==> config.mk <==
export PLATFORM = sky130hd
export DESIGN_NAME = cpu16_core
export DESIGN_NICKNAME = d
export VERILOG_FILES = /design/src/rtl/cpu16_core.sv
export SDC_FILE = /design/constraint.sdc
export NUM_CORES = 1
export LEC_CHECK = 0
export ABC_AREA = 0
export CELL_PAD_IN_SITES_DETAIL_PLACEMENT = 1
export CELL_PAD_IN_SITES_GLOBAL_PLACEMENT = 2
export CORE_MARGIN = 8
export CORE_UTILIZATION = 31
export CTS_CLUSTER_DIAMETER = 150
export DETAILED_ROUTE_END_ITERATION = 8
export DONT_BUFFER_PORTS = 1
export PLACE_DENSITY_LB_ADDON = 0.1
export SETUP_SLACK_MARGIN = 0.3
export SLEW_MARGIN = 20
export SYNTH_ARGS = -nofsm -noshare
export SYNTH_HDL_FRONTEND = slang
export SYNTH_SLANG_ARGS = --single-unit
==> constraint.sdc <==
create_clock -name Clock -period 7.4 [get_ports Clock]
set_input_delay 1.11 -clock Clock [delete_from_list [all_inputs] [get_ports Clock]]
set_output_delay 1.11 -clock Clock [all_outputs]
set_load 0.005 [all_outputs]
==> src/rtl/cpu16_core.sv <==
// Single-cycle 16-bit load/store CPU core: opcode decoder, PC, 8x16 register file, ALU, branch.
// Optional macro JUMP_EN enables opcode 1111 as an absolute-page jump (J).
module cpu16_core #(
  parameter logic [15:0] RESET_PC = 16'd10
) (
  input  logic        Clock,
  input  logic        Reset_n,
  output logic [15:0] imem_addr,
  input  logic [15:0] imem_data,
  output logic [15:0] dmem_addr,
  output logic [15:0] dmem_wdata,
  output logic        dmem_we,
  output logic        dmem_re,
  input  logic [15:0] dmem_rdata,
  output logic        RegDst,
  output logic        Branch,
  output logic        MemRead,
  output logic        MemWrite,
  output logic        RegWrite,
  output logic        MemToReg,
  output logic        ALUSrc,
  output logic [1:0]  ALUOp,
  input  logic [2:0]  dbg_sel,
  output logic [15:0] dbg_data
);

  logic [15:0] pc_q, pc_d;
  logic [15:0] regs_q [7:1];

  logic [3:0]  opcode;
  logic [2:0]  rs, rt, rd, funct, wr_addr;
  logic [15:0] imm_ext, rs_val, rt_val, alu_b, alu_res, wb_data, pc_plus2, br_target;
  logic        zero;
`ifdef JUMP_EN
  logic        jump;
`endif

  assign opcode  = imem_data[15:12];
  assign rs      = imem_data[11:9];
  assign rt      = imem_data[8:6];
  assign rd      = imem_data[5:3];
  assign funct   = imem_data[2:0];
  assign imm_ext = {{10{imem_data[5]}}, imem_data[5:0]};

  // Decoder: purely combinational from the opcode, so it stays valid during reset.
  always_comb begin
    RegDst   = 1'b0;
    ALUSrc   = 1'b0;
    MemToReg = 1'b0;
    RegWrite = 1'b0;
    MemRead  = 1'b0;
    MemWrite = 1'b0;
    Branch   = 1'b0;
    ALUOp    = 2'b00;
`ifdef JUMP_EN
    jump     = 1'b0;
`endif
    case (opcode)
      4'b0000: begin RegDst = 1'b1; RegWrite = 1'b1; ALUOp = 2'b10; end
      4'b0100: begin ALUSrc = 1'b1; RegWrite = 1'b1; end
      4'b1000: begin ALUSrc = 1'b1; MemToReg = 1'b1; RegWrite = 1'b1; MemRead = 1'b1; end
      4'b1100: begin ALUSrc = 1'b1; MemWrite = 1'b1; end
      4'b0010: begin Branch = 1'b1; ALUOp = 2'b01; end
`ifdef JUMP_EN
      4'b1111: jump = 1'b1;
`endif
      default: ;
    endcase
  end

  assign rs_val = (rs == 3'd0) ? 16'd0 : regs_q[rs];
  assign rt_val = (rt == 3'd0) ? 16'd0 : regs_q[rt];
  assign alu_b  = ALUSrc ? imm_ext : rt_val;

  always_comb begin
    alu_res = rs_val + alu_b;
    if (ALUOp == 2'b01) begin
      alu_res = rs_val - alu_b;
    end else if (ALUOp == 2'b10) begin
      case (funct)
        3'b000:  alu_res = rs_val + alu_b;
        3'b001:  alu_res = rs_val - alu_b;
        3'b010:  alu_res = rs_val & alu_b;
        3'b011:  alu_res = rs_val | alu_b;
        3'b100:  alu_res = {15'd0, $signed(rs_val) < $signed(alu_b)};
        default: alu_res = 16'd0;
      endcase
    end
  end

  assign zero    = (alu_res == 16'd0);
  assign wr_addr = RegDst ? rd : rt;
  assign wb_data = MemToReg ? dmem_rdata : alu_res;

  assign pc_plus2  = pc_q + 16'd2;
  assign br_target = pc_plus2 + {imm_ext[14:0], 1'b0};

  always_comb begin
    pc_d = pc_plus2;
    if (Branch && zero) pc_d = br_target;
`ifdef JUMP_EN
    if (jump) pc_d = {pc_plus2[15:13], imem_data[11:0], 1'b0};
`endif
  end

  always_ff @(posedge Clock or negedge Reset_n) begin
    if (!Reset_n) begin
      pc_q <= RESET_PC;
      for (int i = 1; i < 8; i++) regs_q[i] <= 16'd0;
    end else begin
      pc_q <= pc_d;
      if (RegWrite && (wr_addr != 3'd0)) regs_q[wr_addr] <= wb_data;
    end
  end

  assign imem_addr  = pc_q;
  assign dmem_addr  = alu_res;
  assign dmem_wdata = rt_val;
  // Store strobe is gated by reset so memory never sees a write while held in reset.
  assign dmem_we    = MemWrite & Reset_n;
  assign dmem_re    = MemRead;
  assign dbg_data   = (dbg_sel == 3'd0) ? 16'd0 : regs_q[dbg_sel];

endmodule

==> summary.md, run 1 <==
| Metric | Value |
|---|---|
| Die area | `42870 um2` |
| Synth cell count leaders | `mux2_2, dfrtp_1, inv_1` |
| Initial Utilization | `31.20%` |
| Synth cell types | `79` |
| CTS tree | `yes` |
| Area growth from synthesis to layout | `8.205%` |
| Post-CTS resize count | `0` |
| Vias per Instance | `5.706` |
| First-pass GRT wire length | `64680 um` |
| Worst r2r path cells | `17` |
| Max Buffers Root-to-Sink | `2` |
| Layout Skew | `0.01294 ns` |
| Worst Path Arrival | `5.34 ns` |
| Fill count | `4107` |
| DRT iter0 DRCs | `559` |
| Hold-fix buffers at CTS | `0` |
| Worst-Margin Slew | `0.8694 ns` |
| Status | `completed` |
| Number of buffers created by CTS | `17` |
| Post-synthesis async set-or-reset flop share | `100.0%` |
| Clock latency on the worst-skew pair | `0.44 ns` |
| Clock transition at path regs | `0.06 ns` |
| Hpwl dp | `30400 um` |
| Clk sink count | `127` |
| WS Path Type | `in2out` |
| Final Hold Viols | `0` |
| Synthesized cell area | `11310 um2` |
| WL final | `42820 um` |
| Final net count | `1204` |
| DRC violations left | `0` |
| Detailed Routing Iterations Pass 1 | `4` |
| IO Pins | `112` |
| Root buffer cell | `clkbuf_16` |
| Average size of a mapped cell | `9.847 um2` |
| IO Port Bufs | `0` |
| Post-DR wirelength/cell | `27.03 um` |
| Total track usage | `19.94%` |
| Gr ovfl total | `0` |
| Pwr Density | `399.5 nW/um2` |
| Most instantiated library cell after synthesis | `mux2_2` |
| Power Internal | `2.679 mW` |
| Yosys top cell area share | `27.65%` |
| Final ANT Viol Nets | `0` |
| Worst IR Drop VDD | `0.0002096 V` |
| R2r setup slk | `1.82 ns` |
| Pleak | `5.262 nW` |
| Top FF cell, synth | `dfrtp_1` |
| Chip height | `207.0 um` |
| Fmax | `155.1 MHz` |
| Gate Count Post-Synth | `1149` |
| Cell Rows | `70` |
| Post-synthesis sequential area ratio | `28.11%` |
| Area of the core | `36260 um2` |
| Endpoint class of the critical path | `output port` |
| Die W | `207.0 um` |
| Critical path peak fanout | `37` |
| Max_cap viols | `0` |
| Flops & latches, synth | `127` |
| Mapped Nets | `1252` |
| Sw Pwr | `2.212 mW` |
| Max-slew headroom | `41.43%` |
| Net Sw Frac | `45.22%` |
| Final setup violation count | `0` |
| WP data required | `6.29 ns` |
| Comb pwr share | `57.1%` |
| Post-synth EDFFs | `0` |
| Startpoint type of the worst setup path | `input port` |
| Post-CTS Setup Bufs | `0` |
| RSZ-0062 raised after global routing | `false` |
| Top post-synthesis cells by area | `dfrtp_1, mux2_2, mux4_2` |
| Yosys Warn Count | `0` |
| Fin. max-slew vios | `0` |
| Initial antenna violation count | `1` |
| Setup TNS | `0 ns` |
| Largest net degree at the start of global routing | `129` |
| Sequential share of power | `26.2%` |
| Share of cells above drive strength 1 | `27.65%` |
| H-tree depth | `4` |
| Vias in the first global route | `9399` |
| Min Tclk post-route | `6.447 ns` |
| Total power | `4.891 mW` |
| Synth area leader | `dfrtp_1` |
| GPL Wtd Cong | `0.7881` |
| Hold crit path type | `in2async` |
| Tcrit/Tclk final | `87.12%` |
| Clock power share | `16.8%` |
| Routed vias | `9038` |
-- routing by layer --
metal	vias to the layer above	wire, um	global-route usage (%)
met5	-	0	0
met4	0	736	5.571
met3	37	1491	3.185
met2	146	20290	32.89
met1	4710	20300	26.71
li1	4145	-	-
-- sequential cells by signal, summed over array words and instances, names as in the netlist --
signal / count
regs_q: 112
imem_addr: 15
-- cell usage in the layout, fill, tap and decap left out, drive strengths merged, types with 9 or more instances in the layout --
master  instances
a211oi         16
a21o           13
a21oi          71
a221oi         19
a22oi          32
a31oi          10
buf            14
clkbuf         24
dfrtp         125
ha             63
inv            88
mux2          183
mux4           48
nand2          59
nand2b         11
nand3          11
nor2           74
nor2b          17
nor3           19
o21a            9
o21ai          46
xnor2          28
-- power by group through the flow --
stage | logic [mW] | registers (mW) | clock network, mW
floorplan | 2.05 | 1.18 | 0
global placement | 2.79 | 1.28 | 0
detailed placement | 2.80 | 1.29 | 0
CTS | 2.81 | 1.28 | 0.845
global route | 3.06 | 1.33 | 0.874
finish | 2.79 | 1.28 | 0.821
-- cell families after synthesis --
logic type               Yosys count  synth area share (%)
buffers and inverters            170                 6.204
AND/OR/NAND/NOR                  231                 9.941
adder cells (fa/ha/maj)           66                 7.498
multiplexers                     237                 28.60
AO/OA/AOI/OAI                    283                 16.99
XOR/XNOR                          34                 2.632
other                              1               0.03314
flip-flops                       127                 28.11
-- final timing paths --
check                              from            end
hold / removal                  Reset_n     regs_q[56]
max in group asynchronous       Reset_n   imem_addr[3]
min in group Clock          regs_q[109]    regs_q[109]
setup / recovery           imem_data[6]  dmem_addr[14]
setup reg to reg            regs_q[100]   imem_addr[4]
hold reg to reg             regs_q[109]    regs_q[109]
-- area by class of cell --
cell class              instances  area, um2  share of cell area [%]
well taps                     468      585.6                   4.783
repair buffers                 14      105.1                  0.8585
diodes                          2      5.005                 0.04088
clock inverters                 8      55.05                  0.4497
clock buffers                  24      501.7                   4.098
inverters                      89      347.8                   2.841
multi-input cells             852       7462                   60.95
flip-flops and latches        127       3181                   25.98
-- per-stage QoR --
stage	std cells	util (%)	area [um2]	hold slack [ns]	worst slack [ns]
after global routing	1583	33.76	12240	0.3508	0.6643
after CTS	1582	33.74	12240	0.3413	0.9448
after floorplan	1149	-	11310	0.5088	1.169
final	1584	33.76	12240	0.3827	0.9534
after detailed placement	1550	32.21	11680	0.5386	0.9472
after global placement	1550	32.21	11680	0.5241	1.051
-- critical path, cell delays in order --
cell	delay (ns)
nor2b_1	0.37
a22oi_1	0.15
o21ai_0	0.53
nor2b_1	0.21
a21o_1	0.14
ha_1	0.22
inv_1	0.08
fa_1	0.44
nand2b_1	0.18
nor2b_1	0.17
o211ai_1	0.31
nand4b_1	0.25
o211ai_1	0.17
o311a_1	0.21
a221oi_1	0.08
o22ai_1	0.69
Power figures use the tool's default switching activity.
==> inputs of run 2 (changes only) <==
--- a/config.mk
+++ b/config.mk
@@ -8,7 +8,7 @@
 export ABC_AREA = 0
 export CELL_PAD_IN_SITES_DETAIL_PLACEMENT = 1
 export CELL_PAD_IN_SITES_GLOBAL_PLACEMENT = 2
-export CORE_MARGIN = 8
+export CORE_MARGIN = 1.5
 export CORE_UTILIZATION = 31
 export CTS_CLUSTER_DIAMETER = 150
 export DETAILED_ROUTE_END_ITERATION = 8
==> run 2 against run 1 <==
  * The run now ends with design-rule violations left
  * Final cell count down 0.63%
  * First-iteration DRC count down 23%
  * Setup slack worse by 0.068 ns
  * Sequential cell count unchanged
  * Critical path depth down 1
  * Maximum frequency down 1.0%
  * Combinational power about the same
  * Critical path type unchanged
  * Largest power group unchanged
  * Highest routed layer unchanged
==> summary.md, run 2 (synthesized netlist as in run 1, its figures left out) <==
| Metric | Value |
|---|---|
| Min Tclk post-route | `6.514 ns (was 6.447 ns)` |
| Fin. max-slew vios | `0 (unchanged)` |
| Pleak | `5.265 nW (was 5.262 nW)` |
| Area growth from synthesis to layout | `7.973% (was 8.205%)` |
| GPL Wtd Cong | `0.8014 (was 0.7881)` |
| Total track usage | `22.76% (was 19.94%)` |
| Largest register FFs | `112 (unchanged)` |
| DRT iter0 DRCs | `429 (was 559)` |
| IO Port Bufs | `0 (unchanged)` |
| Initial antenna violation count | `0 (was 1)` |
| Worst r2r src | `regs_q[52] (was regs_q[100])` |
| First-pass GRT wire length | `63910 um (was 64680 um)` |
| Area of the multi-input gates | `7452 um2 (was 7462 um2)` |
| Area of the core | `35740 um2 (was 36260 um2)` |
| Final std cell area, no fill | `12220 um2 (was 12240 um2)` |
| Largest net degree at the start of global routing | `129 (unchanged)` |
| Max-slew headroom | `21.95% (was 41.43%)` |
| Final Hold Viols | `0 (unchanged)` |
| CTS tree | `yes (unchanged)` |
| Tcrit/Tclk final | `88.03% (was 87.12%)` |
| Post-CTS resize count | `0 (unchanged)` |
| Commonest cells after routing, fill and taps aside | `mux2_2, dfrtp_1, inv_1, nor2_1, a21oi_1 (unchanged)` |
| Chip height | `194.0 um (was 207.0 um)` |
| Violated checks | `design-rule violations` |
| Placed Area | `11670 um2 (was 11680 um2)` |
| RSZ-0062 raised after global routing | `false (unchanged)` |
| Root buffer cell | `clkbuf_16 (unchanged)` |
| Hpwl dp | `29790 um (was 30400 um)` |
| Hold crit path type | `in2async (unchanged)` |
| Die W | `194.0 um (was 207.0 um)` |
| Final setup violation count | `0 (unchanged)` |
| Share of cells above drive strength 1 | `27.13% (was 27.65%)` |
| Clk sink count | `127 (unchanged)` |
| Max_cap viols | `0 (unchanged)` |
| Gr ovfl total | `0 (unchanged)` |
| Clock latency on the worst-skew pair | `0.44 ns (about the same)` |
| WL final | `42400 um (was 42820 um)` |
| Critical path peak fanout | `37 (unchanged)` |
| Detailed Routing Iterations Pass 1 | `7 (was 4)` |
| Hold-fix buffers at CTS | `0 (unchanged)` |
| Status | `finished, violations left (was completed)` |
| Worst Path Arrival | `5.40 ns (was 5.34 ns)` |
| FF-to-FF End | `imem_addr[4] (unchanged)` |
| Worst-Margin Slew | `1.163 ns (was 0.8694 ns)` |
| DRC violations left | `4 (was 0)` |
| H-tree depth | `4 (unchanged)` |
| Die area | `37650 um2 (was 42870 um2)` |
| Routed vias | `9046 (was 9038)` |
| Fill count | `4033 (was 4107)` |
| Worst IR Drop VDD | `0.0002030 V (was 0.0002096 V)` |
| WP data required | `6.29 ns (about the same)` |
| Clock transition at path regs | `0.06 ns (about the same)` |
| Max Buffers Root-to-Sink | `2 (unchanged)` |
| Critical Path Source | `imem_data[6] (unchanged)` |
| Worst r2r path cells | `17 (unchanged)` |
| Total power | `4.892 mW (was 4.891 mW)` |
| Final net count | `1205 (was 1204)` |
| IO Pins | `112 (unchanged)` |
| Startpoint type of the worst setup path | `input port (unchanged)` |
| Largest register by flop count | `regs_q (unchanged)` |
| WS Path Type | `in2out (unchanged)` |
| Initial Utilization | `31.66% (was 31.20%)` |
| # diodes | `0 (was 2)` |
| Vias per Instance | `5.747 (was 5.706)` |
| Final ANT Viol Nets | `0 (unchanged)` |
| Layout Skew | `0.01265 ns (was 0.01294 ns)` |
| Post-DR wirelength/cell | `26.94 um (was 27.03 um)` |
| Number of buffers created by CTS | `17 (unchanged)` |
| Cell Rows | `69 (was 70)` |
| Fmax | `153.5 MHz (was 155.1 MHz)` |
| Most common cell after layout, fill and taps aside | `mux2_2 (unchanged)` |
| Endpoint class of the critical path | `output port (unchanged)` |
| Register Area | `3181 um2 (unchanged)` |
| Hold WS | `0.3861 ns (was 0.3827 ns)` |
| Post-CTS Setup Bufs | `0 (unchanged)` |
| R2r setup slk | `1.73 ns (was 1.82 ns)` |
| Pwr Density | `400.5 nW/um2 (was 399.5 nW/um2)` |
| Setup TNS | `0 ns (unchanged)` |
| Vias in the first global route | `9385 (was 9399)` |
==> run 2: power by group <==
part,total (mW),internal [mW],switching [mW],leakage [nW]
combinational,2.78,1.23,1.56,3.34
clock,0.821,0.498,0.323,0.271
sequential,1.29,0.987,0.299,1.65
==> run 2: stage by stage <==
| step | setup slack (ns) | util, % | cells |
|---|---|---|---|
| final | 0.8856 | 34.18 | 1574 |
| after global routing | 0.6378 | 34.18 | 1574 |
| after CTS | 0.8924 | 34.18 | 1574 |
| after detailed placement | 0.8560 | 32.65 | 1544 |
| after global placement | 0.9633 | 32.65 | 1544 |
| after floorplan | 1.169 | - | 1149 |
==> run 2: routing by layer <==
metal  track usage (%)  routed length, um  share of wire, %  vias up
met4             5.411                688               1.6        0
met3             4.244               1571               3.7       43
met1             31.42              20480                48     4673
met5                 0                  0                 0        -
met2             36.73              19660                46      185
li1                  -                  -                 -     4145
==> run 2: final cells by class <==
cell class,instances,share of cell area (%)
Timing Repair Buffer,15,0.9218
Inverter,89,2.847
Sequential cell,127,26.03
Clock inverter,7,0.7272
Tap cell,461,4.721
Multi-Input combinational cell,852,61.00
Clock buffer,23,3.748
==> run 2: worst max-delay path: stages <==
cell and delay, ns:
nor2b_1 0.15, buf_4 0.28, a22oi_1 0.13, o21ai_0 0.60
nor2b_1 0.21, a21o_1 0.13, ha_1 0.38, o211ai_1 0.15
a21o_1 0.21, a21oi_1 0.39, a21oi_1 0.19, o31ai_1 0.56
o221ai_1 0.23, a211oi_2 0.55, inv_1 0.12
==> run 2: worst max path at each step <==
stage,cells after the start,endpoint
detailed placement,18,imem_addr[4]
CTS,15,dmem_addr[15]
global placement,18,imem_addr[4]
global route,15,dmem_addr[15]
finish,15,dmem_addr[15]
floorplan,17,dmem_addr[14]
